**src/rtl/sum_1d_pkg.sv**
```systemverilog
// sum_1d_pkg: shared constants, FSM states and elaboration helpers for the 1-D window summer
package sum_1d_pkg;

    localparam logic PAD_ZERO = 1'b0;
    localparam logic PAD_REPL = 1'b1;

    typedef enum logic {SKIP, RUN} state_t;

    function automatic int clog2(input int v);
        int r;
        r = 0;
        while ((1 << r) < v) r++;
        return r;
    endfunction

    function automatic bit ksz_ok(input int k);
        return k >= 3 && k <= 15 && k % 2 == 1;
    endfunction

endpackage

```
**src/rtl/sum_1d_chan.sv**
```systemverilog
// sum_1d_chan: one channel's tap register, edge-pad substitution and registered window sum
module sum_1d_chan
    import sum_1d_pkg::*;
#(
    parameter int KSZ = 3,
    parameter int DW  = 8,
    parameter int SW  = 10
) (
    input  logic             clk,
    input  logic             rst,
    input  logic [DW-1:0]    din,
    input  logic             in_line,
    input  logic             rise,
    input  logic             pad,
    input  logic [KSZ-1:0]   flags,
    output logic [SW-1:0]    sum
);

    localparam int R = (KSZ - 1) / 2;

    logic [KSZ-1:1][DW-1:0] taps;
    logic [KSZ-1:0][DW-1:0] wnd;
    logic [DW-1:0]          first_px;
    logic [DW-1:0]          last_px;
    logic [SW-1:0]          acc;

    assign wnd = {taps, din};

    // taps newer than the centre can only be invalid past the line end, older ones before its start
    always_comb begin
        acc = '0;
        for (int k = 0; k < KSZ; k++)
            acc = acc + SW'(flags[k] ? wnd[k] : pad != PAD_REPL ? '0 : k < R ? last_px : first_px);
    end

    always_ff @(posedge clk) begin
        if (rst) begin
            taps     <= '0;
            first_px <= '0;
            last_px  <= '0;
            sum      <= '0;
        end else begin
            taps <= wnd[KSZ-2:0];
            if (rise)
                first_px <= din;
            if (in_line)
                last_px <= din;
            sum <= acc;
        end
    end

endmodule

```
**src/rtl/sum_1d_multi.sv**
```systemverilog
// sum_1d_multi: centre-aligned KSZ-pixel horizontal sum over CH packed channels, latency (KSZ+1)/2
module sum_1d_multi
    import sum_1d_pkg::*;
#(
    parameter int  KSZ = 3,
    parameter int  DW  = 8,
    parameter int  CH  = 1,
    localparam int SW  = DW + clog2(KSZ)
) (
    input  logic             clk,
    input  logic             rst,
    input  logic             pad_mode,
    input  logic             din_vsync,
    input  logic             din_hsync,
    input  logic [CH*DW-1:0] din,
    output logic             dout_vsync,
    output logic             dout_hsync,
    output logic [CH*SW-1:0] dout
);

    localparam int R = (KSZ - 1) / 2;
    localparam int L = R + 1;

    if (!ksz_ok(KSZ)) begin : g_bad_ksz
        $error("sum_1d_multi: KSZ must be odd and within 3..15");
    end

    state_t                 state, state_n;
    logic                   in_line;
    logic                   rise;
    logic                   pad_q;
    logic [KSZ-1:1]         hp;
    logic [KSZ-1:0]         flags;
    logic [L-1:0]           vp;
    logic [CH-1:0][SW-1:0]  sums;

    // hp[k] is the gated line flag k cycles ago; it doubles as the per-tap validity and the hsync delay
    assign in_line    = din_hsync && state == RUN;
    assign flags      = {hp, in_line};
    assign rise       = in_line && !hp[1];
    assign dout_hsync = hp[L];
    assign dout_vsync = vp[L-1];

    always_comb state_n = (state == SKIP && !din_hsync) ? RUN : state;

    always_ff @(posedge clk) begin
        if (rst) begin
            state <= SKIP;
            hp    <= '0;
            vp    <= '0;
            pad_q <= PAD_ZERO;
        end else begin
            state <= state_n;
            hp    <= flags[KSZ-2:0];
            vp    <= {vp[L-2:0], din_vsync};
            if (rise)
                pad_q <= pad_mode;
        end
    end

    for (genvar c = 0; c < CH; c++) begin : g_ch
        sum_1d_chan #(.KSZ(KSZ), .DW(DW), .SW(SW)) u_chan (
            .clk     (clk),
            .rst     (rst),
            .din     (din[c*DW +: DW]),
            .in_line (in_line),
            .rise    (rise),
            .pad     (pad_q),
            .flags   (flags),
            .sum     (sums[c])
        );
        assign dout[c*SW +: SW] = dout_hsync ? sums[c] : '0;
    end

endmodule
```
**config.mk**
```make
export PLATFORM = sky130hd
export DESIGN_NAME = sum_1d_multi
export DESIGN_NICKNAME = d
export VERILOG_FILES = /design/src/rtl/sum_1d_pkg.sv /design/src/rtl/sum_1d_chan.sv /design/src/rtl/sum_1d_multi.sv
export SDC_FILE = /design/constraint.sdc
export NUM_CORES = 1
export LEC_CHECK = 0
export CORE_UTILIZATION = 60
export CTS_CLUSTER_SIZE = 24
export DETAILED_ROUTE_END_ITERATION = 12
export PLACE_DENSITY = 0.84
export SLEW_MARGIN = 10
export SYNTH_ARGS = -nofsm -noshare
export SYNTH_HDL_FRONTEND = slang
export SYNTH_HIERARCHICAL = 1
export SYNTH_SLANG_ARGS = --single-unit
```
**constraint.sdc**
```tcl
create_clock -name clk -period 6.5 [get_ports clk]
set_clock_uncertainty 0.2 [all_clocks]
set_input_delay 0.65 -clock clk [delete_from_list [all_inputs] [get_ports clk]]
set_output_delay 0.65 -clock clk [all_outputs]
set_load 0.03 [all_outputs]
```
==> results by group <==
Worst setup path
  – CP max-delay cell: and2_1
  – CP Cell Sequence: clkdlybuf4s50_1 -> and2_1 -> a21oi_1 -> fa_1 -> inv_1 -> ha_1 -> fa_1 -> a21o_1 -> and4_1 -> o21a_1 -> o21ba_2
  – Critical Path RT: 6.50 ns
  – Reg2reg start: state
  – Worst Path Buf+Inv: 2
  – Crit path max fanout: 25
  – CP arrival: 4.17 ns
  – Top delay family on crit path: adder cells
  – Worst setup SP type: input pin
  – Reg2Reg Depth: 10
  – Crit. End Element: flip-flop
  – CP most frequent cell: fa_1
  – Critical Path Source: din_hsync
  – RR Endpoint: g_ch[0].u_chan/sum[9]
  – R2R setup slack: 2.82 ns
  – Crit path largest cell delay: 0.77 ns
  – Kind of critical path: in2reg

Placed design
  – HPWL after DPL: 2700 um
  – Global placer's final weighted congestion: 0.793
  – Port Buffers: 24

Yosys
  – Netlist cell types: 32
  – Synth Register Bits: 48
  – Top_reg_cell synth: dfxtp_1
  – Syn nets: 288
  – Post-synth top area cell: dfxtp_1
  – Area fraction of the dominant cell type after synthesis: 41.5%
  – Post-synth EDFFs: 0
  – Top cells by area, synth: dfxtp_1 41%, fa_1 7.8%, mux2i_1 7.8%
  – Mapped Avg Cell Area: 8.94 sq um
  – Seq/Total Area, Yosys: 41.5%
  – Post-Syn Area: 2320 sq um
  – YS warnings: 6
  – Cell count after synthesis: 259
  – Async SR Flop Fraction: 0%

Layout
  – Area grow syn2layout: 15.6%
  – Share of cells above drive strength 1: 5.78%
  – ANT cells: 0
  – Final net count: 305
  – Commonest non-fill, non-tap cell in the layout: dfxtp_1
  – Commonest non-fill, non-tap cells in the layout: 48 x dfxtp_1, 39 x nor2_1, 24 x clkdlybuf4s50_1

Min path
  – HP Start: vp[0]
  – Worst hold endpoint: vp[1]
  – Worst hold stages: 1
  – Hold Crit Class: reg2reg

STA
  – Fin Setup TNS: 0 ns
  – Period minus WS final: 4.17 ns
  – Fin crit share: 64.1%
  – Fmax: 0.240 GHz
  – Least-Margin Pin Slew: 0.965 ns
  – Endpoints failing setup: 0
  – RSZ-0062 raised after global routing: false
  – Worst rel slew slack: 35.7%
  – Slew Limit Fails: 0
  – Final Hold Viols: 0

Clocking
  – CTS Hold Bufs: 0
  – Post-cts resize count: 0
  – Bufs on Longest Clock Path: 2
  – # H-tree levels: 2
  – Clk slew on worst S/H paths: 0.09 ns
  – Worst skew pair latency: 0.30 ns
  – Root Buffer: clkbuf_8
  – CTS tree: built
  – CTS Buf Count: 5
  – Clock sinks: 48
  – Setup repair bufs after CTS: 0

Die
  – Die area: 4110 sq um
  – Die H: 64.1 um
  – Core area: 3690 sq um
  – IO Pins: 25
  – Starting density of the core: 62.8%
  – Number of cell rows: 22
  – Die X: 64.1 um

Routing
  – Top Metal Used: met4
  – Routed met2 length: 1890 um
  – Remaining DRCs: 0
  – 1st-iter DRT viols: 59
  – Routed Antenna Nets: 0
  – Met3 WL: 146 um
  – Wire length per cell: 12.1 um
  – Vias per inst: 5.29
  – Drt total wl: 3920 um
  – M1 WL: 1770 um
  – Vias: 1720
  – Initial DRT Pass Iterations: 4

Power and ir drop
  – Max IR drop VDD: 0.175 mV
  – Power, Total: 584 uW
  – Cell area power density: 218 nW/um^2
  – Leak: 0.00116 uW

Run status
  – Status: complete, no violations

Global routing
  – Initial antenna violation count: 0
  – Largest net degree at the start of global routing: 53
  – First-pass GRT wire length: 7240 um
  – Grt ovf: 0
  – Tot GR Track Use: 23.0%
  – Vias in the first global route: 1704

Run
  – Max cap viols: 0
worst max-delay path by stage:
stage	to	slack (ns)	cells after the start
4_1_cts	g_ch[0].u_chan/sum[9]	2.36	11
6_report	g_ch[0].u_chan/sum[9]	2.33	11
5_1_grt	g_ch[0].u_chan/sum[9]	2.10	11
2_1_floorplan	g_ch[0].u_chan/sum[9]	2.89	12
3_3_place_gp	g_ch[0].u_chan/sum[9]	2.13	11
3_5_place_dp	g_ch[0].u_chan/sum[9]	2.04	11
per-stage QoR:
stage	hold slack [ns]	cells	utilization (%)	cell area, sq um	setup slack [ns]
2_1_floorplan	0.214	259	-	2320	2.89
5_1_grt	0.274	325	72.6	2680	2.10
3_3_place_gp	0.219	317	69.4	2560	2.13
6_report	0.245	325	72.6	2680	2.33
3_5_place_dp	0.233	317	69.4	2560	2.04
4_1_cts	0.253	325	72.6	2680	2.36
cell families (layout without fill, tap and decap cells):
family                   after synthesis  count (layout)  share of synthesized area (%)
flip-flops                            48              48                           41.5
buffers and inverters                 28              46                           4.81
multiplexers                          18              18                           7.78
AND/OR/NAND/NOR                      110             110                           23.7
adder cells (fa/ha/maj)               16              16                           11.6
AO/OA/AOI/OAI                         37              37                           9.94
XOR/XNOR                               2               2                          0.756
routing by layer:
metal  vias to the layer above  global-route usage (%)
li1                        870                       -
met1                       800                    26.5
met2                        37                    40.2
met3                        13                    5.36
met4                         0                    11.1
met5                         -                       0
flip-flops by register name, indices dropped and copies added, names as in the netlist:
register,cells
g_ch.u_chan/first_px,8
g_ch.u_chan/last_px,8
g_ch.u_chan/sum,10
g_ch.u_chan/taps,16
hp,2
pad_q,1
state,1
vp,2
power by group:
part,switching (uW),leakage [uW],internal [uW],total [uW]
Clock,102,0.0000548,116,218
Combinational,26.8,0.000714,24.9,51.7
Sequential,7.68,0.000393,307,314
final cells by class:
cell class                 instances  area [sq um]
clock buffer                       5          68.8
clock inverter                     3          46.3
fill                             290          1010
inverter                          13          48.8
multi-input combinational        183          1240
sequential                        48           961
tap                               48          60.1
timing repair buffer              25           248
synth_stat cells, types with 3 or more instances:
cell      count
dfxtp_1      48
nor2_1       39
nor2b_1      23
nand2_1      22
a21oi_1      20
mux2i_1      18
inv_1        13
and2_1       11
clkbuf_1     10
fa_1          9
ha_1          7
o21ai_0       7
buf_2         5
a21o_1        4
nand2b_1      4
nor3_1        3
Note: power is estimated with default switching activity, not from simulation.
